==> config.mk <==
export PLATFORM = sky130hd
export DESIGN_NAME = dmem_cache
export DESIGN_NICKNAME = d
export VERILOG_FILES = /design/src/rtl/dmem_pkg.sv /design/src/rtl/dcache_array.sv /design/src/rtl/dmem_cache.sv
export SDC_FILE = /design/constraint.sdc
export NUM_CORES = 1
export LEC_CHECK = 0
export ABC_AREA = 1
export CAP_MARGIN = 20
export CORE_MARGIN = 1
export CORE_UTILIZATION = 45
export DETAILED_ROUTE_END_ITERATION = 6
export PLACE_DENSITY_LB_ADDON = 0.15
export SYNTH_ARGS = -nofsm -noshare
export SYNTH_HDL_FRONTEND = slang
export SYNTH_SLANG_ARGS = --single-unit
==> constraint.sdc <==
create_clock -name clk -period 11.05 [get_ports clk]
set_input_delay 3.315 -clock clk [delete_from_list [all_inputs] [get_ports clk]]
set_output_delay 3.315 -clock clk [all_outputs]
set_load 0.02 [all_outputs]
==> src/rtl/dmem_pkg.sv <==
// dmem_pkg: shared FSM encoding and default geometry for the data cache
package dmem_pkg;
  localparam int DEF_INDEX_BITS = 4;
  localparam logic [1:0] S_IDLE  = 2'd0;
  localparam logic [1:0] S_RFILL = 2'd1;
  localparam logic [1:0] S_WRITE = 2'd2;
  localparam logic [1:0] S_DONE  = 2'd3;
  function automatic logic [31:0] word_adr(input logic [31:0] a);
    return {a[31:2], 2'b00};
  endfunction
endpackage

==> src/rtl/dcache_array.sv <==
// dcache_array: valid/tag/data storage, combinational read, one sync write, valid-clear on reset
module dcache_array #(
  parameter int INDEX_BITS = 4,
  parameter int TAG_BITS   = 26
) (
  input  logic                  clk,
  input  logic                  rst,
  input  logic [INDEX_BITS-1:0] rd_idx,
  output logic                  rd_valid,
  output logic [TAG_BITS-1:0]   rd_tag,
  output logic [31:0]           rd_data,
  input  logic                  we,
  input  logic [INDEX_BITS-1:0] wr_idx,
  input  logic [TAG_BITS-1:0]   wr_tag,
  input  logic [31:0]           wr_data
);
  localparam int LINES = 1 << INDEX_BITS;
  logic [LINES-1:0]    valid;
  logic [TAG_BITS-1:0] tags [LINES];
  logic [31:0]         data [LINES];
  assign rd_valid = valid[rd_idx];
  assign rd_tag   = tags[rd_idx];
  assign rd_data  = data[rd_idx];
  always_ff @(posedge clk) begin
    if (rst) valid <= '0;
    else if (we) valid[wr_idx] <= 1'b1;
  end
  always_ff @(posedge clk) begin
    if (we) begin
      tags[wr_idx] <= wr_tag;
      data[wr_idx] <= wr_data;
    end
  end
endmodule

==> src/rtl/dmem_cache.sv <==
// dmem_cache: direct-mapped write-through no-write-allocate data cache; DCACHE_STATS_EN enables hit/miss counters
module dmem_cache
  import dmem_pkg::*;
#(
  parameter int INDEX_BITS = DEF_INDEX_BITS
) (
  input  logic        clk,
  input  logic        rst,
  input  logic [31:0] cpu_adr,
  input  logic [31:0] cpu_wdata,
  input  logic        cpu_read,
  input  logic        cpu_write,
  output logic [31:0] cpu_rdata,
  output logic        stall,
  output logic        mem_req,
  output logic        mem_we,
  output logic [31:0] mem_adr,
  output logic [31:0] mem_wdata,
  input  logic [31:0] mem_rdata,
  input  logic        mem_ack,
  output logic [31:0] hit_count,
  output logic [31:0] miss_count
);
  localparam int TAG_BITS = 30 - INDEX_BITS;
  logic [1:0]            state;
  logic [INDEX_BITS-1:0] idx;
  logic [TAG_BITS-1:0]   tag, line_tag;
  logic                  line_valid, hit, arr_we, idle_miss;
  logic [31:0]           line_data;
  logic                  unused_adr_lsbs;
  assign unused_adr_lsbs = ^cpu_adr[1:0];
  assign idx       = cpu_adr[INDEX_BITS+1:2];
  assign tag       = cpu_adr[31:INDEX_BITS+2];
  assign hit       = line_valid && line_tag == tag;
  assign cpu_rdata = hit ? line_data : '0;
  assign idle_miss = state == S_IDLE && !cpu_write && cpu_read && !hit;
  always_comb begin
    stall  = rst ? 1'b0 :
             state == S_IDLE ? cpu_write || (cpu_read && !hit) :
             state == S_RFILL || state == S_WRITE;
    arr_we = mem_ack && (state == S_RFILL || (state == S_WRITE && hit));
  end
  dcache_array #(.INDEX_BITS(INDEX_BITS), .TAG_BITS(TAG_BITS)) u_array (
    .clk     (clk),
    .rst     (rst),
    .rd_idx  (idx),
    .rd_valid(line_valid),
    .rd_tag  (line_tag),
    .rd_data (line_data),
    .we      (arr_we),
    .wr_idx  (idx),
    .wr_tag  (tag),
    .wr_data (state == S_RFILL ? mem_rdata : mem_wdata)
  );
  always_ff @(posedge clk) begin
    if (rst) begin
      state     <= S_IDLE;
      mem_req   <= 1'b0;
      mem_we    <= 1'b0;
      mem_adr   <= '0;
      mem_wdata <= '0;
    end else begin
      case (state)
        S_IDLE: begin
          if (cpu_write) begin
            state     <= S_WRITE;
            mem_req   <= 1'b1;
            mem_we    <= 1'b1;
            mem_adr   <= word_adr(cpu_adr);
            mem_wdata <= cpu_wdata;
          end else if (idle_miss) begin
            state   <= S_RFILL;
            mem_req <= 1'b1;
            mem_we  <= 1'b0;
            mem_adr <= word_adr(cpu_adr);
          end
        end
        S_RFILL, S_WRITE: begin
          if (mem_ack) begin
            state   <= S_DONE;
            mem_req <= 1'b0;
          end
        end
        default: state <= S_IDLE;
      endcase
    end
  end
`ifdef DCACHE_STATS_EN
  always_ff @(posedge clk) begin
    if (rst) begin
      hit_count  <= '0;
      miss_count <= '0;
    end else begin
      if (state == S_IDLE && !cpu_write && cpu_read && hit) hit_count <= hit_count + 32'd1;
      if (idle_miss) miss_count <= miss_count + 32'd1;
    end
  end
`else
  assign hit_count  = '0;
  assign miss_count = '0;
`endif
endmodule

Word level (Yosys, flattened, before mapping). Memories as Yosys holds them, arrays and structs flattened. Index checks and enable logic that the tools add are counted.

$lt $le $gt $ge: 2. Equal/unequal tests: 5. Muxes and demuxes: 22. Bitwise gates (word level): 1. Reduce and logical (&&, ||, !) cells: 21.

Operators by type and width (number): $mux W32 (4); $eq A26 B26 Y1 (1); $or A16 B16 Y16 (1); $mux W1 (11); $logic_and A1 B1 Y1 (8); $mux W2 (3); $reduce_and A2 Y1 (3); $lt A4 B5 Y1 const B (1); $bmux W1 S4 (1); $demux W1 S4 (1); $ge A4 B1 Y1 const B (1); $pmux W2 S2 (1); $reduce_bool A2 Y1 (2); $logic_or A1 B1 Y1 (3); $ne A3 B3 Y1 const B (1); $reduce_and A3 Y1 (1); $eq A2 B1 Y1 const B (1); $eq A2 B2 Y1 const B (1); $logic_not A1 Y1 (2); $logic_not A2 Y1 (1); $ne A2 B2 Y1 const B (1); $pmux W1 S2 (1); $reduce_or A2 Y1 (1).

Register bits after elaboration: 84. Bits in writable memories: 928. Input bits: 101. Output and inout port bits: 163. Memories: 2.

Memories: u_array.data (words 16, bits a word 32, rd ports 1, clocked after memory_dff 0, wr ports 1, line dcache_array.sv:20) `logic [31:0] data [LINES];`; u_array.tags (words 16, bits a word 26, rd ports 1, clocked after memory_dff 0, wr ports 1, line dcache_array.sv:19) `logic [TAG_BITS-1:0] tags [LINES];`.

Depth between registers and ports, before layout.
Depth after elaboration: 8. Gate-level depth with buffers: 23. Mapped depth without buffers: 20.

Cells and area by module. Synthesis repeated with hierarchy kept, for this count alone.

Cell total of the unflattened synthesis: 4595. Area total of the unflattened synthesis: 44576.5 um2.

Modules (own cells, without submodules): dcache_array (instances 1, cells an instance 3866, area an instance 40286.1 um2, sequential area each 28187.0 um2); dmem_cache (instances 1, cells an instance 729, area an instance 4290.4 um2, sequential area each 1321.3 um2).

Worst setup path after synthesis. Ideal clock, no wire load.

Path kind: input port to output port. From: in cpu_adr[2]. To: out cpu_rdata[10]. Arrival time: 5.299 ns. Required time: 7.735 ns. Path slack: 2.436 ns. Stages: 18. Buffers on the path: 4. Cell sequence: buf_4 inv_2 buf_4 buf_4 nand2_1 nand2_1 nand2_1 nand3_1 nand2_1 nand2_1 o21bai_1 nand3_1 nor3b_1 nand2_1 nor3_1 nand3b_1 buf_2 nor2_1.

Word-level cells in the longest chain between the ends: 4. Elaborated cells between the ends (all ways): 7.

Ends and longest elaborated chain: start, declared (line dmem_cache.sv:9) `input logic [31:0] cpu_adr,`; $mem_v2 Z16 W26 / $bmux W1 S4 (equally long branches); $eq A26 B26 Y1 / $mux W1 (equally long branches) (line dmem_cache.sv:34, dcache_array.sv:21); $logic_and A1 B1 Y1 (line dmem_cache.sv:34) `assign hit = line_valid && line_tag == tag;`; $mux W32 * (line dmem_cache.sv:35) `assign cpu_rdata = hit ? line_data : '0;`; end, declared (line dmem_cache.sv:13) `output logic [31:0] cpu_rdata,`.

Mark *: on every way between the ends. The rest lies on a longest branch, timed or not. The select of a mux whose other input is x is not followed.

Worst setup path in the final report.
From: in cpu_adr[5]. To: out stall.

Word-level cells in the longest chain between the ends: 8. Elaborated cells between the ends (all ways): 10.

Ends and longest elaborated chain: $mem_v2 Z16 W26 / $bmux W1 S4 (equally long branches); $eq A26 B26 Y1 / $mux W1 (equally long branches) (line dmem_cache.sv:34, dcache_array.sv:21); $logic_and A1 B1 Y1 * (line dmem_cache.sv:34); $logic_not A1 Y1 * (line dmem_cache.sv:39) `state == S_IDLE ? cpu_write || (cpu_read && !hit) :`; $logic_and A1 B1 Y1 * (line dmem_cache.sv:39); $logic_or A1 B1 Y1 * (line dmem_cache.sv:39); $mux W1 * (line dmem_cache.sv:39); $mux W1 * (line dmem_cache.sv:38) `stall = rst ? 1'b0 :`; end, declared (line dmem_cache.sv:14) `output logic stall,`.

Marks and branches as above.

==> metrics.log <==
[metrics] setup tns final: 0 ns
[metrics] via total after detailed routing: 26200
[metrics] IO Count: 264
[metrics] overall die height: 300 um
[metrics] startpoint of the most critical register-to-register path: u_array.tags[6][3]$_DFFE_PP_
[metrics] global placement routability congestion: 0.824
[metrics] critical path's largest stage delay: 0.67 ns
[metrics] deepest clock path buffer count: 3
[metrics] Tightest Pin Transition: 1.14 ns
[metrics] clock transition at the registers of the reported paths: 0.06 ns
[metrics] final setup violation count: 0
[metrics] Hold Path Stages: 2
[metrics] die width: 300 um
[metrics] clock tree root driver cell: clkbuf_16
[metrics] Port Buf Inserts: 195
[metrics] global-route wire length before repair: 162000 um
[metrics] Critical Path RT: 7.74 ns
[metrics] Worst R2R Setup Slack: 6.90 ns
[metrics] PwrDens: 206 nW/um2
[metrics] post-synthesis area per instance: 12.1 um2
[metrics] number of global-route vias before repair: 25400
[metrics] Resized Gates After CTS: 0
[metrics] cell breakdown of the critical path: clkdlybuf4s50_1 -> nand2_1 -> inv_2 -> buf_12 -> nand2_1 -> nand2_1 -> nor2_1 -> nor2_1 -> nor2_1 -> nand2_1 -> nor2_1 -> nand2_1 -> nor2_1 -> nand2_1 -> nand2_1 -> nand2_1 -> nand2_1 -> nor2_1 -> clkdlybuf4s50_1
[metrics] Cell Rows: 109
[metrics] Leak Pwr: 0.0171 uW
[metrics] worst vdd ir: 0.146 mV
[metrics] gr usage total: 24.2%
[metrics] most frequent cell on the critical path: nand2_1
[metrics] largest net degree at the start of global routing: 94
[metrics] final layout net count: 3623
[metrics] Top delay family on crit path: simple AND/OR/NAND/NOR gates
[metrics] Worst Skew: 0.0330 ns
[metrics] final worst-path cycle share: 94.9%
[metrics] largest family of logic cells by synthesized area: simple AND/OR/NAND/NOR gates
[metrics] share of synthesized area occupied by flip-flops and latches: 73.7%
[metrics] number of nets with antenna violations after routing: 0
[metrics] type of the worst setup path: input port to output pin
[metrics] sum of buffers and inverters on the critical path: 4
[metrics] hold-fix buffer count after cts: 0
[metrics] number of instances in the synthesized netlist: 3322
[metrics] antenna violations before repair: 1
[metrics] critical path's slowest cell: clkdlybuf4s50_1
[metrics] total DRC errors in the routed layout: 0
[metrics] number of design-rule violations left by the first detailed-router iteration: 2539
[metrics] Adder-Cell Fraction of Synth Area: 0.125%
[metrics] Synth warnings: 0
[metrics] setup repair after global routing missed its margin: false
[metrics] share of the synthesized area in compound gates (AO/OA/AOI/OAI): 7.26%
[metrics] clock tree from TritonCTS: built
[metrics] top fanout value on the critical path: 26
[metrics] kind of capture point of the worst setup path: output pin
[metrics] Max Slew Vio Count: 0
[metrics] effective utilization at floorplan: 45.4%
[metrics] CTS Sinks: 1010
[metrics] clock insertion delay at the later pin of the skew report: 0.68 ns
[metrics] area overhead of the layout relative to synthesis: 16.9%
[metrics] post-detailed-placement half-perimeter wirelength: 59100 um
[metrics] worst hold endpoint: u_array.valid[1]$_SDFFE_PP0P_
[metrics] synthesis-stage register bit count: 1010
[metrics] status: complete, no violations
[metrics] placeable core region: 88200 um2
[metrics] number of hold violations in the final report: 0
[metrics] arrival time reported for the critical path endpoint: 7.17 ns
[metrics] Reg2Reg Capture Point: u_array.tags[8][10]$_DFFE_PP_
[metrics] area of the die: 90200 um2
[metrics] max capacitance violation total: 0
[metrics] buffers inserted during post-CTS setup optimization: 0
[metrics] Post-Synth Simple-Gate Area: 14.9%
[metrics] Fmax achieved: 95.4 MHz
[metrics] shortest period the worst path allows: 10.48 ns
[metrics] setup slack of the critical path after layout: 0.566 ns
[metrics] CTS buffer count: 105
[metrics] 1st-pass router iterations: 7
[metrics] H-tree level count: 3
[metrics] path depth of the worst reg2reg path: 18
[metrics] proportion of layout cells with a drive suffix above 1: 8.14%
[metrics] average wire length per cell after detail routing: 23.0 um
[metrics] Worst Setup Start Kind: input port
[metrics] vias per cell: 5.49
[metrics] critical hold path startpoint: u_array.valid[1]$_SDFFE_PP0P_
[metrics] Post-Place Worst Slack: 0.686 ns
[metrics] unique cell type count in the Yosys netlist: 33
[metrics] worst slew margin relative to its limit: 24.0%
[metrics] Tightest Hold Check Type: register to register
[metrics] Total Routed Length: 110000 um
[metrics] total gr overflow: 0
[metrics] cell area after synthesis: 40000 um2
[metrics] xor/xnor cell area share of the yosys netlist: 0%
[metrics] share of synthesized area spent on multiplexers: 0%
==> through the flow <==
| step | power, uW | util [%] | area [um2] | hold slack (ns) | instances |
|---|---|---|---|---|---|
| after floorplan | 5500 | - | 40300 | 0.430 | 3387 |
| after global placement | 6020 | 48.9 | 43200 | 0.437 | 4574 |
| after detailed placement | 6070 | 48.9 | 43200 | 0.443 | 4575 |
| after CTS | 9700 | 53.0 | 46800 | 0.453 | 4774 |
| after global routing | 9990 | 53.1 | 46800 | 0.481 | 4776 |
| final | 9650 | 53.1 | 46800 | 0.452 | 4776 |
==> Yosys cell counts <==
| cell type | number | area (um2) |
|---|---|---|
| o21bai_1 | 9 | 67.6 |
| nor4_1 | 1 | 6.26 |
| o21ai_0 | 161 | 806 |
| nand3_2 | 11 | 110 |
| nor4b_1 | 1 | 8.76 |
| nand2_1 | 1074 | 4030 |
| or2_2 | 1 | 6.26 |
| nor2_1 | 208 | 781 |
| dfxtp_1 | 82 | 1640 |
| a21oi_1 | 62 | 310 |
| clkbuf_1 | 105 | 394 |
| o22ai_1 | 248 | 1550 |
| and3_1 | 1 | 6.26 |
| conb_1 | 1 | 3.75 |
| buf_2 | 49 | 245 |
| buf_4 | 83 | 623 |
| nor3_1 | 11 | 55.1 |
| nand2_2 | 1 | 6.26 |
| ha_1 | 4 | 50.1 |
| edfxtp_1 | 928 | 27900 |
| nand4_1 | 40 | 250 |
| buf_1 | 16 | 60.1 |
| o211ai_1 | 1 | 7.51 |
| buf_6 | 2 | 22.5 |
| nor2_2 | 3 | 18.8 |
| nand3_1 | 84 | 420 |
| a31oi_1 | 4 | 25.0 |
| nor3b_1 | 4 | 30.0 |
| inv_1 | 70 | 263 |
| o21ai_1 | 16 | 80.1 |
| inv_2 | 2 | 7.51 |
| a22oi_1 | 8 | 60.1 |
| nand3b_1 | 31 | 233 |
==> worst reg2reg max path: stages (launching register included) <==
cell	delay (ns)
edfxtp_1	0.37
nand2_1	0.08
nand2_1	0.05
nand2_1	0.05
nand2_1	0.07
nand2_1	0.05
nand2_1	0.08
nor2_1	0.11
nor2_1	0.13
nor2_1	0.13
nand2_1	0.11
nor2_1	0.10
nand2_1	0.06
nor2_1	0.33
nand3_1	0.16
nand2_2	0.36
nand3_1	0.20
clkinv_2	0.72
buf_4	0.60
==> cell families after synthesis <==
logic type | after synthesis
compound gates | 509
fa+ha+maj | 4
buf+inv | 327
flops | 1010
other cells | 1
simple gates | 1471
==> routing by layer <==
| layer | vias up | share of wire, % | track usage (%) |
|---|---|---|---|
| met1 | 12900 | 43 | 33.7 |
| li1 | 12100 | - | - |
| met3 | 179 | 7.8 | 4.34 |
| met4 | 0 | 2.8 | 7.39 |
| met2 | 1037 | 47 | 38.9 |
| met5 | - | 0 | 0 |
==> layout make-up <==
class / count / area (um2)
inverters: 72 / 300
well taps: 1165 / 1460
clock buffers: 147 / 2980
clock inverters: 52 / 634
multi-input cells: 2050 / 9210
fillers: 7376 / 41400
diodes: 1 / 2.50
repair buffers: 279 / 2730
flip-flops and latches: 1010 / 29500
==> worst max-delay path by stage <==
| stage | from | endpoint | slack, ns | cells after the start |
|---|---|---|---|---|
| 2_1_floorplan | cpu_adr[2] | cpu_rdata[10] | 2.44 | 18 |
| 6_report | cpu_adr[5] | stall | 0.57 | 19 |
| 3_5_place_dp | cpu_adr[3] | cpu_rdata[23] | 0.69 | 11 |
| 5_1_grt | cpu_adr[2] | cpu_rdata[19] | 0.43 | 18 |
| 3_3_place_gp | cpu_adr[2] | stall | 0.60 | 19 |
| 4_1_cts | cpu_adr[3] | cpu_rdata[23] | 0.67 | 11 |
==> registers in the layout, indices dropped and copies added (netlist names) <==
name,cells
mem_wdata,32
mem_we,1
mem_req,1
state,2
u_array.data,512
u_array.tags,416
u_array.valid,16
mem_adr,30
==> report_power, final <==
group | switching, uW | internal [uW]
registers | 62.5 | 4580
logic | 987 | 379
clock network | 1480 | 2170
total | 2530 | 7130
==> cell usage in the layout (no fill, tap or decap), drive strengths merged <==
| cell type | netlist | final |
|---|---|---|
| dfxtp | 82 | 82 |
| diode | 0 | 1 |
| nor4 | 1 | 1 |
| o21bai | 9 | 9 |
| nand3b | 31 | 31 |
| ha | 4 | 4 |
| a21oi | 62 | 62 |
| nor2 | 211 | 211 |
| nand4 | 40 | 40 |
| clkbuf | 105 | 147 |
| nand3 | 95 | 95 |
| edfxtp | 928 | 928 |
| and3 | 1 | 1 |
| bufinv | 0 | 12 |
| nand2 | 1075 | 1075 |
| o21ai | 177 | 177 |
| o22ai | 248 | 248 |
| buf | 150 | 86 |
| nor4b | 1 | 1 |
| a22oi | 8 | 8 |
| or2 | 1 | 1 |
| clkinv | 0 | 51 |
| nor3 | 11 | 11 |
| inv | 72 | 60 |
| conb | 1 | 66 |
| clkinvlp | 0 | 1 |
| clkdlybuf4s50 | 0 | 193 |
| o211ai | 1 | 1 |
| a31oi | 4 | 4 |
| nor3b | 4 | 4 |
Power figures use the tool's default switching activity.
